==> src/rtl/node_frame_sequencer.sv <==
// Frame sequencer for a chain of simulation nodes.
// It drives one Verlet strobe and FIX_ITERS constraint strobes, snapshots every node's x/y
// position, and then streams the snapshot out one node per beat over valid/ready.
module node_frame_sequencer #(
   parameter int unsigned NUM_NODES = 8,
   parameter int unsigned FIX_ITERS = 3,
   parameter int unsigned IDX_W     = 4
) (
   input  logic                   clk,
   input  logic                   reset,
   input  logic                   frame_tick,
   input  logic [8*NUM_NODES-1:0] node_x_bus,
   input  logic [8*NUM_NODES-1:0] node_y_bus,
   output logic                   verlet_state,
   output logic                   fix_constraint_state,
   output logic                   out_valid,
   input  logic                   out_ready,
   output logic [IDX_W-1:0]       out_idx,
   output logic [7:0]             out_x,
   output logic [7:0]             out_y,
   output logic                   out_last,
   output logic                   frame_done,
   output logic                   busy,
   output logic                   overrun
);

   typedef enum logic [2:0] {
      StIdle,
      StVerlet,
      StFix,
      StSnap,
      StStream,
      StDone
   } state_t;

   state_t                 state_q;
   logic [3:0]             iter_q;
   logic [8*NUM_NODES-1:0] snap_x_q;
   logic [8*NUM_NODES-1:0] snap_y_q;
   logic [IDX_W-1:0]       idx_next;
   logic [IDX_W+2:0]       sel_next;

   // Index of the beat that follows the current one, and its bit offset into the snapshot.
   always_comb begin
      idx_next = out_idx + IDX_W'(1);
      sel_next = {idx_next, 3'b000};
   end

   // Frame FSM. Every output is a register that is set on the edge that enters its state.
   always_ff @(posedge clk or posedge reset) begin
      if (reset) begin
         state_q              <= StIdle;
         iter_q               <= '0;
         snap_x_q             <= '0;
         snap_y_q             <= '0;
         verlet_state         <= 1'b0;
         fix_constraint_state <= 1'b0;
         out_valid            <= 1'b0;
         out_idx              <= '0;
         out_x                <= '0;
         out_y                <= '0;
         out_last             <= 1'b0;
         frame_done           <= 1'b0;
         busy                 <= 1'b0;
         overrun              <= 1'b0;
      end else begin
         // A tick that arrives while a frame is in flight is dropped and only flagged.
         if (frame_tick && busy) begin
            overrun <= 1'b1;
         end
         unique case (state_q)
            StIdle: begin
               if (frame_tick) begin
                  state_q      <= StVerlet;
                  verlet_state <= 1'b1;
                  busy         <= 1'b1;
               end
            end
            StVerlet: begin
               state_q              <= StFix;
               verlet_state         <= 1'b0;
               fix_constraint_state <= 1'b1;
               iter_q               <= '0;
            end
            StFix: begin
               if (iter_q == 4'(FIX_ITERS - 1)) begin
                  state_q              <= StSnap;
                  fix_constraint_state <= 1'b0;
               end else begin
                  iter_q <= iter_q + 4'd1;
               end
            end
            StSnap: begin
               // The first beat is loaded from the same bus values that the snapshot captures.
               state_q   <= StStream;
               snap_x_q  <= node_x_bus;
               snap_y_q  <= node_y_bus;
               out_valid <= 1'b1;
               out_idx   <= '0;
               out_x     <= node_x_bus[7:0];
               out_y     <= node_y_bus[7:0];
               out_last  <= 1'b0;
            end
            StStream: begin
               if (out_valid && out_ready) begin
                  if (out_idx == IDX_W'(NUM_NODES - 1)) begin
                     state_q    <= StDone;
                     out_valid  <= 1'b0;
                     out_last   <= 1'b0;
                     frame_done <= 1'b1;
                  end else begin
                     out_idx  <= idx_next;
                     out_x    <= snap_x_q[sel_next +: 8];
                     out_y    <= snap_y_q[sel_next +: 8];
                     out_last <= (idx_next == IDX_W'(NUM_NODES - 1));
                  end
               end
            end
            StDone: begin
               state_q    <= StIdle;
               frame_done <= 1'b0;
               busy       <= 1'b0;
            end
            default: begin
               state_q <= StIdle;
            end
         endcase
      end
   end

endmodule

==> config.mk <==
export PLATFORM = sky130hd
export DESIGN_NAME = node_frame_sequencer
export DESIGN_NICKNAME = d
export VERILOG_FILES = /design/src/rtl/node_frame_sequencer.sv
export SDC_FILE = /design/constraint.sdc
export NUM_CORES = 1
export LEC_CHECK = 0
export CAP_MARGIN = 20
export CORE_ASPECT_RATIO = 0.6
export CORE_UTILIZATION = 51
export DETAILED_ROUTE_END_ITERATION = 6
export GPL_TIMING_DRIVEN = 0
export PLACE_DENSITY = 0.79
export SYNTH_ARGS = -nofsm -noshare
export SYNTH_HDL_FRONTEND = slang
export SYNTH_SLANG_ARGS = --single-unit
==> constraint.sdc <==
create_clock -name clk -period 8.29 [get_ports clk]
set_input_delay 2.487 -clock clk [delete_from_list [all_inputs] [get_ports clk]]
set_output_delay 2.487 -clock clk [all_outputs]
set_load 0.02 [all_outputs]
Word-level counts from Yosys, hierarchy flattened
Cells that the tools add are included.

cells by class
  add/subtract/negate cells = 2
  equality and inequality tests = 14
  shift-type cells = 2
  muxes and demuxes = 30
  reductions and logical operators = 17

operator list
  cell                                                              count
  64-bit by 8-bit indexed part select with 8-bit output             2
  8-bit 2-to-1 mux                                                  4
  8-bit case mux with 2 select lines                                2
  4-bit case mux with 2 select lines                                2
  3-bit case mux with 5 select lines                                1
  3-bit 2-to-1 mux                                                  4
  4-bit 2-to-1 mux                                                  3
  2-bit inequality test (second input constant)                     6
  1-bit case mux with 2 select lines                                6
  2-bit AND reduction                                               5
  2-bit nonzero test                                                5
  3-bit AND reduction                                               3
  4-bit by 1-bit adder with 4-bit output (second input constant)    2
  4-bit by 3-bit == test with 1-bit output (second input constant)  2
  1-bit 2-to-1 mux                                                  8
  3-bit by 2-bit == test with 1-bit output (second input constant)  2
  3-bit == test (second input constant)                             2
  4-bit by 2-bit == test with 1-bit output (second input constant)  1
  4-bit AND reduction                                               1
  3-bit by 1-bit == test with 1-bit output (second input constant)  1
  3-bit logical NOT                                                 1
  1-bit logical AND                                                 2

storage, ports and cells
  flip-flop bits (word level) = 162
  input bits = 132
  output and inout bits = 27
  word-level logic and storage cells = 79

Depth between registers and ports, before layout
  word-level depth = 5
  gate-level depth with buffers = 9
  gate-level depth less buffers = 6

Worst setup path before layout
No wires, ideal clock.

  path kind = input -> register
  from = in out_ready
  to = reg out_x[0]
  arrival = 3.527 ns
  data required time = 8.189 ns
  slack = 4.662 ns
  stages on the path = 5
  path buffers = 2
  cells stage by stage = a21oi_1 > or4b_1 > buf_2 > buf_6 > o311ai_2

between the ends
  longest elaborated chain between the ends = 3

ends and longest elaborated chain
  element                          RTL line  text
  start: declaration               17        input logic out_ready,
  1-bit logical AND                105       if (out_valid && out_ready) begin
  2-bit inequality test (no line)  -
  3-bit AND reduction (no line)    -
  end signal: assignment           100       out_x <= node_x_bus[7:0];
  end signal: assignment           113       out_x <= snap_x_q[sel_next +: 8];
  end: declaration                 19        output logic [7:0] out_x,

No other way between the ends.
A chain may end at the register's enable or synchronous reset.

Final worst setup path
  from = reg out_idx[0]
  to = out out_idx[0]

RTL lines
  element                   RTL line  text
  start: declaration        18        output logic [IDX_W-1:0] out_idx,
  start signal: assignment  112       out_idx <= idx_next;

No word-level cell between the ends.

==> reports/summary.txt <==
DRT Wirelength: 20,500 um
Crit. End Element: primary output
Commonest non-fill, non-tap cell in the layout: nand2_1
Die area: 15,000 um2
Slew Limit Fails: 0
Antenna Nets Post-Route: 0
TritonCTS clock tree: done
Row count: 33
Register clock-pin slew on the reported worst setup and hold paths: 70 ps
Most frequent cells in the layout: nand2_1 (395), dfrtp_1 (162), clkdlybuf4s50_1 (158), clkbuf_1 (38), mux2i_1 (32)
Final Hold Violating Endpoints: 0
Critical path type: flip-flop to primary output
Filler cell count: 1,070
Core ar.: 13,900 um2
Initial DRC count: 504
Die height: 95.2 um
Layout Utilization: 0.707
Pre-Repair DR Iteration Count: 4
Gpl congestion: 0.871
Crit-path leading delay family: buffers and inverters
Leak Pwr: 4.59 nW
Top Ports: 159
Final Skew: 8.20 ps
Dpl cell area: 9240 um2
Register area: 4050 um2
PortBufs: 158
Worst path slowest cell: clkdlybuf4s50_1
Max-cap viol count: 0
CP max stage delay: 680 ps
Synth Net Count: 928
Power Total: 3.68 mW
Critical Path AT: 1650 ps
Period Utilization, post-route: 0.499
Final min period: 4140 ps
CP Cell Sequence: clkdlybuf4s50_1
Cells after Synth: 792
Gr ovfl total: 0
CTS Buf Count: 17
Antenna diode count: 0
Footprint of the multi-input gates: 3100 um2
Post-cts resize count: 0
Share of layout cells above drive strength 1: 0.0712
EDFF count, synth: 0
H-Tree Level Count: 4
Mean Syn Cell Area: 9.33 um2
Async SR Flop Fraction: 1.00
Setup TNS: 0 ps
FF-to-FF path depth: 9
Worst setup SP type: flip-flop
Critical path peak fanout: 8
Number of global-route vias before repair: 6,336
Total number of cells along the worst setup path: 1
Hpwl dp: 14,600 um
Required @ worst endpoint: 5800 ps
Ys flop type: dfrtp_1
Vias per cell: 5.50
Tightest Pin Transition: 789 ps
Yosys reg bits: 162
Die X: 157 um
Number of nets in the layout: 1,106
Worst vdd ir: 0.232 mV
WL per Instance: 17.4 um
HP Class: flip-flop to flip-flop
Synth unique cells: 42
Status: completed
Worst relative slew slack: 0.472
Vias after detailed routing: 6,457
Post-Synthesis Cell Area: 7390 um2
Initial antenna violation count: 0
Clk sinks: 162
Hold path depth: 1
Overall routing resource usage: 0.294
Clk buf depth: 2
P&R area growth vs syn: 32.9%
Root buf cell: clkbuf_16
Power Density: 375 nW/um2
DRC violation count after routing: 0
# Post-CTS Setup Buffers: 0
Finished layout cell area: 9810 um2
Clock Latency Late Sink: 430 ps
Crit path buf inv count: 1
Initial Util: 0.532
Yosys Warn Count: 0
Post-synthesis sequential area ratio: 0.549
Final Setup Violations: 0
F_max: 242 MHz
CTS hold repair buffers: 0
RSZ-0062 raised after global routing: no
Global-route wire length before repair: 32,600 um
Largest net degree at the start of global routing: 120
-- per-stage QoR --
step	std cells	setup slack, ps	hold WS [ps]
detailed placement	1143	3940	444
global placement	1142	-662	439
finish	1175	4150	453
floorplan	792	1430	440
CTS	1175	4190	459
global route	1175	4150	485
-- synth_stat cells, drive strengths merged, types with 2 or more instances --
library cell | instances | area, um2
ha | 4 | 50.1
and2 | 2 | 12.5
dfrtp | 162 | 4050
mux4 | 16 | 360
mux2i | 32 | 320
nor2 | 21 | 78.8
inv | 6 | 22.5
a22o | 16 | 140
a21o | 2 | 15.0
nand3 | 4 | 20.0
o31ai | 3 | 22.5
nor3b | 2 | 15.0
nand2 | 395 | 1480
o2bb2ai | 2 | 17.5
a2bb2oi | 2 | 17.5
buf | 14 | 68.8
nand2b | 2 | 12.5
a21oi | 9 | 45.0
or3 | 2 | 12.5
clkbuf | 37 | 139
o311ai | 16 | 215
o21ai | 27 | 135
a31oi | 2 | 12.5
-- registers in the layout (all words and copies together) (netlist names) --
name                  flops
out_x                     8
out_idx                   4
frame_done                1
state_q                   3
fix_constraint_state      1
out_last                  1
verlet_state              1
out_y                     8
snap_x_q                 64
busy                      1
iter_q                    4
overrun                   1
out_valid                 1
snap_y_q                 64
-- cell families (layout without fill, tap and decap cells) --
family	Yosys count	after routing	share of synthesized area
adder cells (fa/ha/maj)	4	4	0.00678
XOR/XNOR	2	2	0.00237
buffers and inverters	57	248	0.0312
AO/OA/AOI/OAI	83	83	0.0888
flip-flops	162	162	0.549
AND/OR/NAND/NOR	435	435	0.228
multiplexers	49	49	0.0937
-- final timing paths --
| check | startpoint | endpoint | slack, ps |
|---|---|---|---|
| worst max-delay path | out_idx[0] | out_idx[0] | 4150 |
| min in group asynchronous | reset | snap_x_q[23] | 2440 |
| worst min register to register | overrun | overrun | 450 |
| max in group asynchronous | reset | snap_y_q[14] | 4970 |
| worst min-delay path | overrun | overrun | 450 |
| worst max register to register | out_idx[0] | out_y[3] | 4950 |
-- report_power, final --
| part | switching [mW] | total [mW] | internal (mW) |
|---|---|---|---|
| clock | 0.342 | 0.768 | 0.426 |
| combinational | 0.846 | 1.52 | 0.669 |
| sequential | 0.229 | 1.40 | 1.17 |
| total | 1.42 | 3.68 | 2.26 |
-- cell type report --
class | count | share of cell area
plain buffers | 51 | 0.0212
inverters | 6 | 0.00306
clock inverters | 13 | 0.0130
clock buffers | 19 | 0.0451
multi-input cells | 573 | 0.316
repair buffers | 159 | 0.164
flip-flops and latches | 162 | 0.413
well taps | 192 | 0.0245
-- per-layer routing --
metal | vias up | global-route usage | part of all wire
met2 | 291 | 0.451 | 0.45
met1 | 3169 | 0.428 | 0.45
met5 | - | 0 | 0
li1 | 2972 | - | -
met4 | 0 | 0.0866 | 0.014
met3 | 25 | 0.0568 | 0.082
No activity file was read; power rests on OpenSTA's default activity.
